$ cat config.mk
export PLATFORM = sky130hd
export DESIGN_NAME = mem_arbiter
export DESIGN_NICKNAME = d
export VERILOG_FILES = /design/src/rtl/mem_arb_pkg.sv /design/src/rtl/arb_port_resp.sv /design/src/rtl/mem_arbiter.sv
export SDC_FILE = /design/constraint.sdc
export NUM_CORES = 1
export LEC_CHECK = 0
export ABC_AREA = 1
export CAP_MARGIN = 20
export CORE_MARGIN = 5
export CORE_UTILIZATION = 34
export DETAILED_ROUTE_END_ITERATION = 8
export PLACE_DENSITY = 0.78
export SYNTH_ARGS = -nofsm -noshare
export SYNTH_HDL_FRONTEND = slang
export SYNTH_SLANG_ARGS = --single-unit
$ cat constraint.sdc
create_clock -name clk -period 2.3 [get_ports clk]
set_input_delay 0.69 -clock clk [delete_from_list [all_inputs] [get_ports clk]]
set_output_delay 0.69 -clock clk [all_outputs]
set_load 0.02 [all_outputs]
$ cat src/rtl/mem_arb_pkg.sv
// Shared types and constants for the two-port memory arbiter.
package mem_arb_pkg;

   typedef enum logic [1:0] {
      IDLE  = 2'd0,
      OWN_C = 2'd1,
      OWN_L = 2'd2
   } arb_state_t;

   typedef enum logic {
      PORT_C = 1'b0,
      PORT_L = 1'b1
   } port_t;

   localparam int unsigned DEFAULT_MAX_HOLD = 16;

   // Width of the hold counter: it only ever has to reach MAX_HOLD-1.
   function automatic int unsigned hold_width(input int unsigned max_hold);
      return (max_hold < 2) ? 1 : $clog2(max_hold);
   endfunction

endpackage

$ cat src/rtl/arb_port_resp.sv
// Per-requester response path: captures read data on a granted read and
// produces the one-cycle rvalid pulse that follows it.
module arb_port_resp #(
   parameter int DATA_W = 32
) (
   input  logic              clk,
   input  logic              reset_n,
   input  logic              i_gnt,
   input  logic              i_we,
   input  logic [DATA_W-1:0] i_mem_rdata,
   output logic [DATA_W-1:0] o_rdata,
   output logic              o_rvalid
);

   logic              w_rd;
   logic              r_rvalid;
   logic [DATA_W-1:0] r_rdata;

   assign w_rd = i_gnt & ~i_we;

   // Register read data on granted reads; rdata holds between reads.
   always_ff @(posedge clk or negedge reset_n) begin
      if (!reset_n) begin
         r_rvalid <= 1'b0;
         r_rdata  <= '0;
      end else begin
         r_rvalid <= w_rd;
         if (w_rd) begin
            r_rdata <= i_mem_rdata;
         end
      end
   end

   assign o_rdata  = r_rdata;
   assign o_rvalid = r_rvalid;

endmodule

$ cat src/rtl/mem_arbiter.sv
// Round-robin arbiter sharing one memory port between the core (C) and the
// program loader (L), with an optional limit on back-to-back grants.
module mem_arbiter
   import mem_arb_pkg::*;
#(
   parameter int          ADDR_W   = 32,
   parameter int          DATA_W   = 32,
   parameter int unsigned MAX_HOLD = DEFAULT_MAX_HOLD
) (
   input  logic              clk,
   input  logic              reset_n,
   input  logic              c_req,
   input  logic              c_we,
   input  logic [ADDR_W-1:0] c_adr,
   input  logic [DATA_W-1:0] c_wdata,
   output logic              c_gnt,
   output logic [DATA_W-1:0] c_rdata,
   output logic              c_rvalid,
   input  logic              l_req,
   input  logic              l_we,
   input  logic [ADDR_W-1:0] l_adr,
   input  logic [DATA_W-1:0] l_wdata,
   output logic              l_gnt,
   output logic [DATA_W-1:0] l_rdata,
   output logic              l_rvalid,
   output logic [ADDR_W-1:0] mem_adr,
   output logic              mem_we,
   output logic [DATA_W-1:0] mem_wdata,
   input  logic [DATA_W-1:0] mem_rdata
);

   localparam int unsigned         HOLD_W    = hold_width(MAX_HOLD);
   localparam logic [HOLD_W-1:0]   HOLD_LAST = HOLD_W'((MAX_HOLD == 0) ? 0 : MAX_HOLD - 1);
   localparam logic [HOLD_W-1:0]   HOLD_ONE  = HOLD_W'(1);
   localparam logic [HOLD_W-1:0]   HOLD_SAT  = {HOLD_W{1'b1}};

   arb_state_t        r_state, w_state_next;
   port_t             r_last, w_last_next;
   logic [HOLD_W-1:0] r_hold_cnt, w_hold_next;
   logic              w_c_gnt, w_l_gnt;

   assign w_c_gnt = (r_state == OWN_C) & c_req;
   assign w_l_gnt = (r_state == OWN_L) & l_req;
   assign c_gnt   = w_c_gnt;
   assign l_gnt   = w_l_gnt;

   // Ownership state, tie-break memory and hold counter.
   always_ff @(posedge clk or negedge reset_n) begin
      if (!reset_n) begin
         r_state    <= IDLE;
         r_last     <= PORT_L;
         r_hold_cnt <= '0;
      end else begin
         r_state    <= w_state_next;
         r_last     <= w_last_next;
         r_hold_cnt <= w_hold_next;
      end
   end

   // Next owner: yield on idle owner, forced yield when the hold limit is hit.
   always_comb begin
      w_state_next = r_state;
      w_last_next  = r_last;
      w_hold_next  = r_hold_cnt;
      case (r_state)
         IDLE: begin
            if (c_req && l_req) begin
               w_state_next = (r_last == PORT_L) ? OWN_C : OWN_L;
            end else if (c_req) begin
               w_state_next = OWN_C;
            end else if (l_req) begin
               w_state_next = OWN_L;
            end
         end
         OWN_C: begin
            if (!c_req) begin
               w_state_next = l_req ? OWN_L : IDLE;
            end else if (l_req) begin
               if ((MAX_HOLD != 0) && (r_hold_cnt == HOLD_LAST)) begin
                  w_state_next = OWN_L;
               end else if (r_hold_cnt != HOLD_SAT) begin
                  w_hold_next = r_hold_cnt + HOLD_ONE;
               end
            end
         end
         OWN_L: begin
            if (!l_req) begin
               w_state_next = c_req ? OWN_C : IDLE;
            end else if (c_req) begin
               if ((MAX_HOLD != 0) && (r_hold_cnt == HOLD_LAST)) begin
                  w_state_next = OWN_C;
               end else if (r_hold_cnt != HOLD_SAT) begin
                  w_hold_next = r_hold_cnt + HOLD_ONE;
               end
            end
         end
         default: begin
            w_state_next = IDLE;
         end
      endcase
      // A fresh owner restarts its hold count and becomes the tie loser.
      if ((w_state_next == OWN_C) && (r_state != OWN_C)) begin
         w_last_next = PORT_C;
         w_hold_next = '0;
      end else if ((w_state_next == OWN_L) && (r_state != OWN_L)) begin
         w_last_next = PORT_L;
         w_hold_next = '0;
      end
   end

   // Memory port mux: only a granted requester reaches the memory.
   always_comb begin
      mem_adr   = '0;
      mem_we    = 1'b0;
      mem_wdata = '0;
      if (w_c_gnt) begin
         mem_adr   = c_adr;
         mem_we    = c_we;
         mem_wdata = c_wdata;
      end else if (w_l_gnt) begin
         mem_adr   = l_adr;
         mem_we    = l_we;
         mem_wdata = l_wdata;
      end
   end

   arb_port_resp #(.DATA_W(DATA_W)) u_resp_c (
      .clk         (clk),
      .reset_n     (reset_n),
      .i_gnt       (w_c_gnt),
      .i_we        (c_we),
      .i_mem_rdata (mem_rdata),
      .o_rdata     (c_rdata),
      .o_rvalid    (c_rvalid)
   );

   arb_port_resp #(.DATA_W(DATA_W)) u_resp_l (
      .clk         (clk),
      .reset_n     (reset_n),
      .i_gnt       (w_l_gnt),
      .i_we        (l_we),
      .i_mem_rdata (mem_rdata),
      .o_rdata     (l_rdata),
      .o_rvalid    (l_rvalid)
   );

endmodule

==> impl_results.md <==
* First-pass GRT wire length at 27.7 mm
* Critical Path End Type: output pin
* Ys async rst share at 1.00
* Syn-to-layout area delta at 104%
* Grt ovf at 0
* Vias per cell at ~4.9
* Main flop type after synthesis: dfrtp_1
* Std-Cell Rows at 39
* Setup_tns at -7.17 ns
* Reg2reg end: r_hold_cnt[3]
* PwrDens at 1130 nW/µm²
* Worst path required time at 1.61 ns
* Register area share after synthesis at 0.472
* Reg clk slew, reported paths at 0.06 ns
* Final worst path period share at 1.08
* Synth top area share at 0.465
* Final hold vios at 0
* GRT Overall Usage at 0.266
* CP startpoint kind: flip-flop
* RSZ-0062 raised after global routing: true
* Average cell area after synthesis at 7.21 µm²
* Simple-Gate Fraction of Synth Area at 0.328
* DP HPWL at 14.5 mm
* Run status: complete, but fails checks
* Post-synth EDFFs at 0
* H-Tree Depth at 3
* Adder-cell area share of the yosys netlist at 0.0162
* Buffers added on ports at 298
* Worst setup path startpoint: r_state[1]
* Synth top area cells: dfrtp_1 (47%), nand2_1 (21%), nand3_1 (9.3%)
* Die height at 117 µm
* Post-Syn Area at between 3000 and 4000 µm²
* Final-report setup violation count at 64
* Reg2reg setup slack at 0.44 ns
* CTS buffer count at 9
* Largest net degree at the start of global routing at 65
* Gate count of the mapped netlist at 537
* Worst Tran Pin Value at between 0.5 and 0.6 ns
* Sinks on the clock net at 73
* Net count after synthesis at 708
* Crit path to: mem_adr[10]
* Crit path time final at 2.49 ns
* Peak VDD IR at approximately 900 µV
* Die W at 117 µm
* Detailed-route via count at 4954
* Leakage at 3.85 nW
* Design area at about 7900 µm²
* CP max FO at 6
* Pre-antenna DRT Iters at 6
* Die area at 13600 µm²
* Rel. slew slack at 0.659
* Crit Path Category: reg2out
* Core area at 11300 µm²
* FMAX at 401 MHz
* Placed Area at 7210 µm²
* TritonCTS clock tree: done
* Fin. max-slew vios at 0
* Mux contribution to synthesized area at 0
* WP data arrival at 1.80 ns
* Filler instances at 902
* Synth Area in Compound Gates at 0.0921
* Antenna violations before repair at 1
* Layout Nets at 1028
* Final worst slack at -0.194 ns
* Netlist cell types at 22
* Share of layout cells above drive strength 1 at 0.215
* Hold-fix buffers, CTS at 0
* Post-Synth XOR/XNOR Area at 0.00452
* RR Startpoint: r_state[1]
* Number of synthesized register bits at 73
* Largest family of logic cells by synthesized area: simple AND/OR/NAND/NOR gates
* Failing checks: negative setup slack
* Synth warn at 0
* Vias in the first global route at 5089
* Max clock buf depth at 2
* Clock Latency Late Sink at about 0.33 ns
* GPL Wtd Cong at 0.926
* Wire per inst at 19.1 µm
* Hold Path Class: in2async
* DR iter-0 viols at 291
* Max Cap Violations at 0
* Reg2reg path depth at 12
* Routed wire length at 19.2 mm
* Root buffer cell: clkbuf_16
* Residual DRC at 0
* # IOs at 299
* Final ANT Viol Nets at 0
* Cell taking the most area after synthesis: dfrtp_1
* Layout Skew at approximately 0.0051 ns
* Initial core utilization at 0.344
## routing by layer
layer | track usage | share of wire | vias up
met1 | 0.309 | 0.36 | 2292
li1 | - | - | 2347
met4 | 0.131 | 0.041 | 0
met5 | 0 | 0 | -
met3 | 0.101 | 0.12 | 48
met2 | 0.432 | 0.48 | 267
## worst max-delay path, stage by stage (launching register included)
cell and delay (ns):
dfrtp_1 0.40, buf_6 0.13, ha_4 0.16, nand2_4 0.07, clkinv_4 0.08, buf_12 0.15, buf_8 0.12, buf_6 0.11
nand3_4 0.06, nand2_4 0.05, buf_6 0.14
## flip-flops by register name (all words and copies together) (netlist names)
signal / flops
r_state: 2
r_hold_cnt: 4
u_resp_l.o_rvalid: 1
u_resp_c.o_rvalid: 1
r_last: 1
u_resp_c.o_rdata: 32
u_resp_l.o_rdata: 32
## cell usage after synthesis, types with 2 or more instances
master	count
a31oi_1	2
buf_2	26
inv_1	45
xor2_1	2
inv_2	2
o21ai_0	50
nor2_1	14
nand3_1	72
ha_1	5
nand2_1	213
dfrtp_1	72
nand4_1	4
clkbuf_1	6
o21ai_1	16
## placed cells by master, fill, tap and decap left out, types with 2 or more instances in the layout
master	instances
clkdlybuf4s50_1	228
nand2_1	192
dfrtp_1	72
nand3_1	50
o21ai_0	50
buf_6	44
inv_1	42
buf_4	34
nand3_2	21
nand2_2	19
buf_2	17
o21ai_1	16
nor2_1	14
buf_12	11
clkbuf_16	9
nand4_1	4
nand2_4	3
inv_2	3
ha_1	3
clkbuf_8	3
a31oi_1	2
clkinv_4	2
nand3_4	2
xor2_1	2
clkinv_2	2
buf_16	2
buf_8	2
## through the flow
stage | hold slack [ns] | total power [mW] | utilization | instances | worst slack (ns)
2_1_floorplan | 0.394 | 4.44 | - | 537 | 0.0351
3_3_place_gp | 0.455 | 7.00 | 0.640 | 978 | -0.878
3_5_place_dp | 0.458 | 7.12 | 0.640 | 978 | -0.886
4_1_cts | 0.332 | 8.88 | 0.690 | 1004 | -0.200
5_1_grt | 0.371 | 9.46 | 0.702 | 1006 | -0.262
6_report | 0.326 | 8.92 | 0.702 | 1006 | -0.194
## how the worst min path moves through the flow
stage                           endpoint    start
floorplan                  r_hold_cnt[0]  reset_n
global placement                  r_last   r_last
detailed placement                r_last   r_last
CTS                 u_resp_l.o_rdata[17]  reset_n
global route        u_resp_c.o_rdata[20]  reset_n
finish              u_resp_c.o_rdata[21]  reset_n
## where the power goes
group	total, mW	internal, mW	switching [mW]
Clock	1.44	0.928	0.517
Combinational	5.24	2.45	2.79
Sequential	2.24	1.88	0.356
## cell type report
class | instances | area (µm²) | area share
tap | 143 | 179 | 0.0226
clock buffer | 12 | 267 | 0.0337
clock inverter | 4 | 48.8 | 0.00617
antenna | 1 | 2.50 | 0.000316
timing repair buffer | 342 | 3480 | 0.440
sequential | 73 | 1830 | 0.231
multi-input combinational | 384 | 1920 | 0.242
inverter | 47 | 186 | 0.0236
## what timing repair did
item,in CTS,in global routing
gates cloned,3,0
pin swaps,8,4
resized for setup,371,35
endpoints found under the setup margin,67,67
setup buffers,7,1
## cells by family after synthesis
family,after synthesis
flip-flops,73
buffers and inverters,80
AND/OR/NAND/NOR,307
XOR/XNOR,2
AO/OA/AOI/OAI,70
adder cells (fa/ha/maj),5
(Power assumes the default switching activity.)
